<file path="src/rtl/rom_loader_pkg.sv">
// Shared types and widths for the boot-time ROM loader.
// Optional checksum support is enabled by defining ROM_LOADER_CHKSUM_EN.
package rom_loader_pkg;

    localparam int INST_ADDR_W = 32;
    localparam int DATA_W      = 32;
    localparam int COUNT_W     = 16;

    typedef enum logic [3:0] {
        RL_IDLE,
        RL_LEN0,
        RL_LEN1,
        RL_DATA,
        RL_WRITE,
        RL_FIN,
        RL_CHK,
        RL_DONE,
        RL_ERR
    } rl_state_e;

    // The loader is ready for a stream byte only in the states that consume one.
    function automatic logic rl_accepts_byte(input rl_state_e s);
        return (s == RL_LEN0) || (s == RL_LEN1) || (s == RL_DATA) || (s == RL_CHK);
    endfunction

endpackage

</file>
<file path="src/rtl/rom_loader_if.sv">
// Byte-stream and ROM write-port signals for the loader.
// The loader uses the slave modport; the byte source / ROM side uses master.
import rom_loader_pkg::*;

interface rom_loader_if;
    logic [7:0]             byte_i;
    logic                   byte_valid_i;
    logic                   byte_ready_o;
    logic [INST_ADDR_W-1:0] waddr_o;
    logic [DATA_W-1:0]      wdata_o;
    logic                   winst_en_o;

    modport slave (
        input  byte_i, byte_valid_i,
        output byte_ready_o, waddr_o, wdata_o, winst_en_o
    );

    modport master (
        output byte_i, byte_valid_i,
        input  byte_ready_o, waddr_o, wdata_o, winst_en_o
    );
endinterface

</file>
<file path="src/rtl/rom_loader_pack.sv">
// 8-to-32 little-endian byte assembler. The first byte loaded ends up in
// word_o[7:0]; word_valid_o pulses in the cycle the fourth byte is loaded.
import rom_loader_pkg::*;

module rom_loader_pack (
    input  logic              clk,
    input  logic              rst_n,
    input  logic              clear_i,
    input  logic              load_i,
    input  logic [7:0]        byte_i,
    output logic [DATA_W-1:0] word_o,
    output logic              word_valid_o
);

    logic [1:0]        idx_q, idx_d;
    logic [DATA_W-1:0] word_q, word_d;

    // Next-state: shift new bytes in from the top so byte 0 lands in the low lane.
    always_comb begin
        idx_d  = idx_q;
        word_d = word_q;
        if (clear_i) begin
            idx_d  = 2'd0;
            word_d = '0;
        end else if (load_i) begin
            idx_d  = idx_q + 2'd1;
            word_d = {byte_i, word_q[DATA_W-1:8]};
        end
    end

    // Byte index and assembly register.
    always_ff @(posedge clk or negedge rst_n) begin
        if (!rst_n) begin
            idx_q  <= 2'd0;
            word_q <= '0;
        end else begin
            idx_q  <= idx_d;
            word_q <= word_d;
        end
    end

    assign word_o       = word_q;
    assign word_valid_o = load_i && (idx_q == 2'd3);

endmodule

</file>
<file path="src/rtl/rom_loader.sv">
// Boot-time loader: reads a length header and a little-endian word image from a
// byte stream, writes it to consecutive ROM word addresses and releases the core
// reset when done. Define ROM_LOADER_CHKSUM_EN to require a trailing XOR byte.
import rom_loader_pkg::*;

module rom_loader #(
    parameter logic [INST_ADDR_W-1:0] BASE_ADDR = 32'h0000_0000,
    parameter int                     MAX_WORDS = 1024
) (
    input  logic         clk,
    input  logic         rst_n,
    input  logic         start_i,
    rom_loader_if.slave  bus,
    output logic         busy_o,
    output logic         done_o,
    output logic         err_o,
    output logic         cpu_rst_n_o
);

    rl_state_e              state_q;
    logic [7:0]             len_lo_q;
    logic [COUNT_W-1:0]     rem_q;
    logic [INST_ADDR_W-1:0] waddr_q;
    logic                   busy_q;
    logic                   done_q;
    logic                   err_q;
    logic                   cpu_rst_n_q;
`ifdef ROM_LOADER_CHKSUM_EN
    logic [7:0]             chk_q;
`endif

    logic                   ready;
    logic                   accept;
    logic                   start_ok;
    logic [COUNT_W-1:0]     len_full;
    logic [DATA_W-1:0]      word;
    logic                   word_valid;

    assign ready    = rl_accepts_byte(state_q);
    assign accept   = bus.byte_valid_i && ready;
    assign start_ok = start_i && ((state_q == RL_IDLE) || (state_q == RL_DONE) || (state_q == RL_ERR));
    assign len_full = {bus.byte_i, len_lo_q};

    rom_loader_pack u_pack (
        .clk          (clk),
        .rst_n        (rst_n),
        .clear_i      (start_ok),
        .load_i       (accept && (state_q == RL_DATA)),
        .byte_i       (bus.byte_i),
        .word_o       (word),
        .word_valid_o (word_valid)
    );

    // Load sequencer with its address, word-count and status registers.
    always_ff @(posedge clk or negedge rst_n) begin
        if (!rst_n) begin
            state_q     <= RL_IDLE;
            len_lo_q    <= 8'd0;
            rem_q       <= '0;
            waddr_q     <= BASE_ADDR;
            busy_q      <= 1'b0;
            done_q      <= 1'b0;
            err_q       <= 1'b0;
            cpu_rst_n_q <= 1'b0;
`ifdef ROM_LOADER_CHKSUM_EN
            chk_q       <= 8'd0;
`endif
        end else begin
            case (state_q)
                RL_IDLE, RL_DONE, RL_ERR: begin
                    if (start_ok) begin
                        state_q     <= RL_LEN0;
                        busy_q      <= 1'b1;
                        done_q      <= 1'b0;
                        err_q       <= 1'b0;
                        cpu_rst_n_q <= 1'b0;
                        waddr_q     <= BASE_ADDR;
`ifdef ROM_LOADER_CHKSUM_EN
                        chk_q       <= 8'd0;
`endif
                    end
                end
                RL_LEN0: begin
                    if (accept) begin
                        len_lo_q <= bus.byte_i;
                        state_q  <= RL_LEN1;
                    end
                end
                RL_LEN1: begin
                    if (accept) begin
                        if (len_full == '0) begin
                            state_q <= RL_FIN;
                        end else if (32'(len_full) > 32'(MAX_WORDS)) begin
                            state_q <= RL_ERR;
                            busy_q  <= 1'b0;
                            err_q   <= 1'b1;
                        end else begin
                            rem_q   <= len_full;
                            state_q <= RL_DATA;
                        end
                    end
                end
                RL_DATA: begin
`ifdef ROM_LOADER_CHKSUM_EN
                    if (accept) begin
                        chk_q <= chk_q ^ bus.byte_i;
                    end
`endif
                    if (word_valid) begin
                        state_q <= RL_WRITE;
                    end
                end
                RL_WRITE: begin
                    waddr_q <= waddr_q + 32'd4;
                    rem_q   <= rem_q - 1'b1;
                    state_q <= (rem_q == 1) ? RL_FIN : RL_DATA;
                end
                RL_FIN: begin
`ifdef ROM_LOADER_CHKSUM_EN
                    state_q     <= RL_CHK;
`else
                    state_q     <= RL_DONE;
                    busy_q      <= 1'b0;
                    done_q      <= 1'b1;
                    cpu_rst_n_q <= 1'b1;
`endif
                end
`ifdef ROM_LOADER_CHKSUM_EN
                RL_CHK: begin
                    if (accept) begin
                        busy_q <= 1'b0;
                        if (bus.byte_i == chk_q) begin
                            state_q     <= RL_DONE;
                            done_q      <= 1'b1;
                            cpu_rst_n_q <= 1'b1;
                        end else begin
                            state_q <= RL_ERR;
                            err_q   <= 1'b1;
                        end
                    end
                end
`endif
                default: begin
                    state_q <= RL_IDLE;
                    busy_q  <= 1'b0;
                end
            endcase
        end
    end

    assign bus.byte_ready_o = ready;
    assign bus.winst_en_o   = (state_q == RL_WRITE);
    assign bus.waddr_o      = waddr_q;
    assign bus.wdata_o      = word;
    assign busy_o           = busy_q;
    assign done_o           = done_q;
    assign err_o            = err_q;
    assign cpu_rst_n_o      = cpu_rst_n_q;

endmodule
</file>
<file path="src/flat_wrapper.sv">
// flat-port wrapper written by rule: the top's interface ports become plain ports
module rom_loader_flat 
#(
    parameter logic [INST_ADDR_W-1:0] BASE_ADDR = 32'h0000_0000,
    parameter int                     MAX_WORDS = 1024
)
  (clk, rst_n, start_i, busy_o, done_o, err_o, cpu_rst_n_o, bus_byte_i, bus_byte_valid_i, bus_byte_ready_o, bus_waddr_o, bus_wdata_o, bus_winst_en_o);
  rom_loader_if bus_i ();
  input  logic clk;
  input  logic rst_n;
  input  logic start_i;
  output logic busy_o;
  output logic done_o;
  output logic err_o;
  output logic cpu_rst_n_o;
  input wire logic [$bits(bus_i.byte_i)-1:0] bus_byte_i;
  input wire logic [$bits(bus_i.byte_valid_i)-1:0] bus_byte_valid_i;
  output wire logic [$bits(bus_i.byte_ready_o)-1:0] bus_byte_ready_o;
  output wire logic [$bits(bus_i.waddr_o)-1:0] bus_waddr_o;
  output wire logic [$bits(bus_i.wdata_o)-1:0] bus_wdata_o;
  output wire logic [$bits(bus_i.winst_en_o)-1:0] bus_winst_en_o;
  assign bus_i.byte_i = bus_byte_i;
  assign bus_i.byte_valid_i = bus_byte_valid_i;
  assign bus_byte_ready_o = bus_i.byte_ready_o;
  assign bus_waddr_o = bus_i.waddr_o;
  assign bus_wdata_o = bus_i.wdata_o;
  assign bus_winst_en_o = bus_i.winst_en_o;
  rom_loader #(.BASE_ADDR(BASE_ADDR), .MAX_WORDS(MAX_WORDS)) u_core (.clk(clk), .rst_n(rst_n), .start_i(start_i), .bus(bus_i), .busy_o(busy_o), .done_o(done_o), .err_o(err_o), .cpu_rst_n_o(cpu_rst_n_o));
endmodule
</file>
<file path="config.mk">
export PLATFORM = sky130hd
export DESIGN_NAME = rom_loader_flat
export DESIGN_NICKNAME = d
export VERILOG_FILES = /design/src/rtl/rom_loader_pkg.sv /design/src/rtl/rom_loader_if.sv /design/src/rtl/rom_loader_pack.sv /design/src/rtl/rom_loader.sv /design/src/flat_wrapper.sv
export SDC_FILE = /design/constraint.sdc
export NUM_CORES = 1
export LEC_CHECK = 0
export CAP_MARGIN = 20
export CORE_MARGIN = 8
export CORE_UTILIZATION = 30
export DETAILED_ROUTE_END_ITERATION = 7
export PLACE_DENSITY = 0.57
export REMOVE_ABC_BUFFERS = 1
export SLEW_MARGIN = 20
export SYNTH_ARGS = -nofsm -noshare
export SYNTH_HDL_FRONTEND = slang
export SYNTH_SLANG_ARGS = --single-unit
</file>
<file path="constraint.sdc">
create_clock -name clk -period 5.3 [get_ports clk]
set_clock_uncertainty 0.15 [all_clocks]
set_input_delay 0.795 -clock clk [delete_from_list [all_inputs] [get_ports clk]]
set_output_delay 0.795 -clock clk [all_outputs]
set_load 0.01 [all_outputs]
</file>
Word-level counts from Yosys, hierarchy flattened
Index checks and enable logic that the tools add are counted.
{ "totals": {"elab_cells": 85, "reg_bits": 97} }
{ "classes": {"magnitude_cmp": 1, "muxes": 29, "eq_ne": 17, "add_sub_neg": 3, "bitwise": 1, "n_reduce_logical": 25} }
{ "ops": {"columns": ["operator", "count"], "rows": [
  ["32-bit 2-to-1 mux", 3],
  ["32-bit case mux with 2 select lines", 1],
  ["16-bit 2-to-1 mux", 3],
  ["32-bit by 3-bit adder with 32-bit output, second input constant", 1],
  ["16-bit case mux with 2 select lines", 1],
  ["4-bit 2-to-1 mux", 6],
  ["4-bit case mux with 6 select lines", 1],
  ["16-bit by 1-bit equality test with 1-bit output, second input constant", 1],
  ["4-bit by 3-bit equality test with 1-bit output, second input constant", 4],
  ["16-bit by 11-bit > comparator with 1-bit output, second input constant", 1],
  ["16-bit logical NOT", 1],
  ["16-bit by 1-bit subtractor with 16-bit output, second input constant", 1],
  ["5-bit AND reduction", 2],
  ["2-bit nonzero test", 5],
  ["4-bit by 2-bit equality test with 1-bit output, second input constant", 2],
  ["1-bit 2-to-1 mux", 8],
  ["2-bit != test, second input constant", 4],
  ["4-bit AND reduction", 2],
  ["2-bit by 1-bit != test with 1-bit output, second input constant", 3],
  ["2-bit AND reduction", 3],
  ["3-bit OR reduction", 2],
  ["1-bit logical OR", 5],
  ["4-bit by 1-bit equality test with 1-bit output, second input constant", 1],
  ["4-bit equality test, second input constant", 1],
  ["other kinds (9)", 14]
]} }

Logic depth before layout (Yosys ltp)
{ "logic_depth": {"ltp_word": 9, "mapped_depth": 9} }

Cells and area by module
From an unflattened synthesis, not the netlist that was laid out.
{ "hier_totals": {"hier_cells": 467, "hier_area_um2": 4707.0} }
{ "modules_own_cells": {"columns": ["module", "area_each_um2", "cells_per_inst", "n_inst"], "rows": [
  ["rom_loader", 3279.4, 355, 1],
  ["rom_loader_pack", 1427.6, 112, 1]
]} }

Least setup slack after synthesis
OpenSTA, ideal clock, no wires.
{ "synth_timing": {"kind": "input-to-reg", "startpoint": "input port bus_byte_i[4]", "endpoint": "register u_core.rem_q[2]", "slack_ps": 2420, "path_stages": 6, "path_buffers": 1, "setup_time_ps": 135, "arrival_ps": 2595, "cell_sequence": "or4_1 > or4b_1 > or3_1 > buf_2 > a21oi_1 > o211ai_1"} }
{ "synth_between": {"elab_chain_cells": 3, "word_cells_on_any_way": 5, "classes_between": "1 x order compare; 2 x eq/ne; 2 x reduce/logical"} }
{ "synth_lines": {"columns": ["item", "line_no", "rtl"], "rows": [
  ["start, declared", "flat_wrapper.sv:16", "input wire logic [$bits(bus_i.byte_i)-1:0] bus_byte_i;"],
  ["16-bit by 11-bit > comparator with 1-bit output or 16-bit logical NOT (tied branches)", "rom_loader.sv:93, rom_loader.sv:91", null],
  ["2-bit != test (no line)", null, null],
  ["4-bit AND reduction (no line) (*)", null, null],
  ["end signal, assigned", "rom_loader.sv:98", "rem_q <= len_full;"],
  ["end signal, assigned", "rom_loader.sv:115", "rem_q <= rem_q - 1'b1;"],
  ["end, declared", "rom_loader.sv:22", "logic [COUNT_W-1:0] rem_q;"]
]} }
Mark *: on every way between the ends. The rest lies on a longest branch, timed or not.
A chain may end at the register's enable or synchronous reset.

Final worst setup path
{ "layout_timing": {"startpoint": "register u_core.state_q[1]", "endpoint": "output port bus_winst_en_o"} }
{ "layout_between": {"elab_chain_cells": 1} }
{ "layout_lines": {"columns": ["item", "line_no", "rtl"], "rows": [
  ["start, declared", "rom_loader.sv:20", "rl_state_e state_q;"],
  ["start signal, assigned", "rom_loader.sv:116", "state_q <= (rem_q == 1) ? RL_FIN : RL_DATA;"],
  ["4-bit by 3-bit equality test with 1-bit output", "rom_loader.sv:152", "assign bus.winst_en_o = (state_q == RL_WRITE);"],
  ["end, declared", "flat_wrapper.sv:21", "output wire logic [$bits(bus_i.winst_en_o)-1:0] bus_winst_en_o;"]
]} }
Every way passes these cells.

==> impl_metrics.json <==
{
  "status": "finished, final reports clean",
  "dr.first_iter.drc_count": 280,
  "hold_ws_ns": 0.328,
  "nFillCells": 1514,
  "cellLeakagePower_nw": 2.43,
  "die_x_um": 141,
  "post-route-period-util_pct": 71.0,
  "hold_viol": 0,
  "clock_path_buffers": 2,
  "track_usage_pct": 12.7,
  "cts.sinks": 95,
  "numCtsBuffers": 9,
  "tns_ns": 0,
  "ios": 82,
  "synth_area_per_cell_um2": 9.08,
  "antenna_cells": 0,
  "vias": 4025,
  "wl_um": 12400,
  "cts_root_buffer": "clkbuf_16",
  "synth_edf_count": 0,
  "critPathRequiredTime_ns": 4.36,
  "postCtsHoldBufs": 0,
  "cts.clk_slew.worst_paths_ns": 0.07,
  "core_um2": 15200,
  "grt_overflow": 0,
  "hp-class": "flop to flop",
  "netlist_area_um2": 4670,
  "grt_use_met2_pct": 19.5,
  "cp-end-kind": "primary output",
  "synth.top_cell.area_share_pct": 51.0,
  "worst_pin_slew_ns": 0.820,
  "crit_arrival_ns": 2.82,
  "yosysSeqAreaShare_pct": 51.0,
  "rsz0062_at_grt": "no",
  "dieArea_um2": 19800,
  "grt_max_degree": 62,
  "post_drt_wl_per_cell_um": 16.0,
  "post_cts_buffers": 0,
  "area_delta_synth_final_pct": 27.4,
  "final_nets": 598,
  "ant_nets": 0,
  "grt.busiest_layer": "met2",
  "drive_gt1_share_pct": 6.47,
  "met1_usage_pct": 16.6,
  "cts_resized": 0,
  "postSynthCellCount": 514,
  "drc": 0,
  "setup_violations": 0,
  "gp_congestion": 0.830,
  "viasPerCell": 5.19,
  "finish.utilization_pct": 39.1,
  "clock.fmax_mhz": 266,
  "synth_area_leaders": "dfrtp_1, nand2_1, a21oi_1, o21ai_0, nand3_1",
  "async_flop_share_pct": 100,
  "p_per_area_nw_per_um2": 398,
  "yosysMostFrequentCell": "nand2_1",
  "fin_crit_ns": 3.76,
  "cap_violations": 0,
  "cts_max_level": 3,
  "critical_path_class": "flop to primary output",
  "cts_tree": "done",
  "start_util_pct": 30.7,
  "crit_fanout": 20,
  "synth_commonest_cells": "nand2_1, dfrtp_1, a21oi_1, o21ai_0",
  "synth_warnings": 0,
  "ys_seq_elements": 95,
  "ir_worst_vdd_mv": 0.250,
  "slew_viol_final": 0,
  "maxSlewHeadroom_pct": 45.4,
  "die_y_um": 141,
  "r2r_slack_ns": 2.10,
  "ys_types": 53,
  "grt_pass1_wl_um": 20500,
  "rows": 45,
  "cp-start-kind": "flop",
  "dr.pass1.iters": 5,
  "ys.flop_type": "dfrtp_1",
  "synth_area_leader_cell": "dfrtp_1",
  "clk-insertion-delay-late_ns": 0.34,
  "hpwlAfterDp_um": 8610,
  "grt_pass1_vias": 3896,
  "antenna_found_initial": 0,
  "grt_use_met3_pct": 4.59,
  "port_buffers": 79
}
[cells by family after synthesis]
logic type	share of synthesized area, %
AO/OA/AOI/OAI	14.1
XOR/XNOR	0.751
adder cells (fa/ha/maj)	1.07
buffers and inverters	3.97
flip-flops	51.0
multiplexers	4.26
other	0.0804
AND/OR/NAND/NOR	24.8
[layer usage]
layer / wire [um] / up-vias
met3: 933 / 10
met4: 82 / 0
met5: 0 / -
li1: - / 1952
met1: 5650 / 1950
met2: 5700 / 113
[state kept, by name, indices dropped and copies added (netlist names)]
register and cells:
u_core.bus.waddr_o 30, u_core.busy_o 1, u_core.done_o 1, u_core.err_o 1
u_core.len_lo_q 8, u_core.rem_q 16, u_core.state_q 4, u_core.u_pack.idx_q 2
u_core.u_pack.word_o 32
[cell usage in the layout (no fill, tap or decap), types with 4 or more instances in the layout]
master	n
o22ai_1	5
a21oi_1	39
nor3_1	13
nand4_1	12
o31ai_1	7
or3_1	4
buf_4	6
or4_1	4
o211ai_1	12
ha_1	4
nand3_1	27
a211o_1	4
dfrtp_1	95
and3_1	7
nor2b_1	4
mux2_2	7
o21ai_0	27
nand2_1	118
nor2_1	26
mux2i_1	12
inv_1	11
clkbuf_16	9
nor4_1	7
clkdlybuf4s50_1	78
[through the flow]
stage	worst slack, ns	total power [mW]	cell area [um^2]	std cells
floorplan	2.21	1.32	4530	487
global placement	1.50	1.59	5590	759
detailed placement	1.43	1.61	5590	759
CTS	1.52	2.39	5950	775
global route	1.36	2.51	5950	775
finish	1.54	2.36	5950	775
[critical path, stage by stage, from the launching register on]
cell,delay (ns)
dfrtp_1,0.58
or4b_4,0.74
inv_1,0.48
clkdlybuf4s50_1,0.66
[report_power, final]
part	leakage, nW	internal [mW]	switching (mW)
clock	0.176	0.487	0.285
sequential	1.25	0.838	0.155
combinational	1.01	0.259	0.339
total	2.43	1.58	0.779
[final cells by class]
cell class	instances	area [um^2]	share of cell area [%]
clock buffer	11	253	4.25
clock inverter	5	104	1.75
inverter	11	41.3	0.694
multi-input combinational	381	2110	35.5
sequential	95	2380	40.0
tap	188	235	3.96
timing repair buffer	84	826	13.9
[final timing paths]
kind,start,end,cells after the start
worst max-delay path,u_core.state_q[1],bus_winst_en_o,3
worst min-delay path,u_core.bus.waddr_o[31],u_core.bus.waddr_o[31],1
worst max register to register,u_core.state_q[1],u_core.rem_q[0],5
worst min register to register,u_core.bus.waddr_o[31],u_core.bus.waddr_o[31],1
max in group asynchronous,rst_n,u_core.bus.waddr_o[13],2
min in group asynchronous,rst_n,u_core.bus.waddr_o[10],1
No activity file was read; power rests on OpenSTA's default activity.
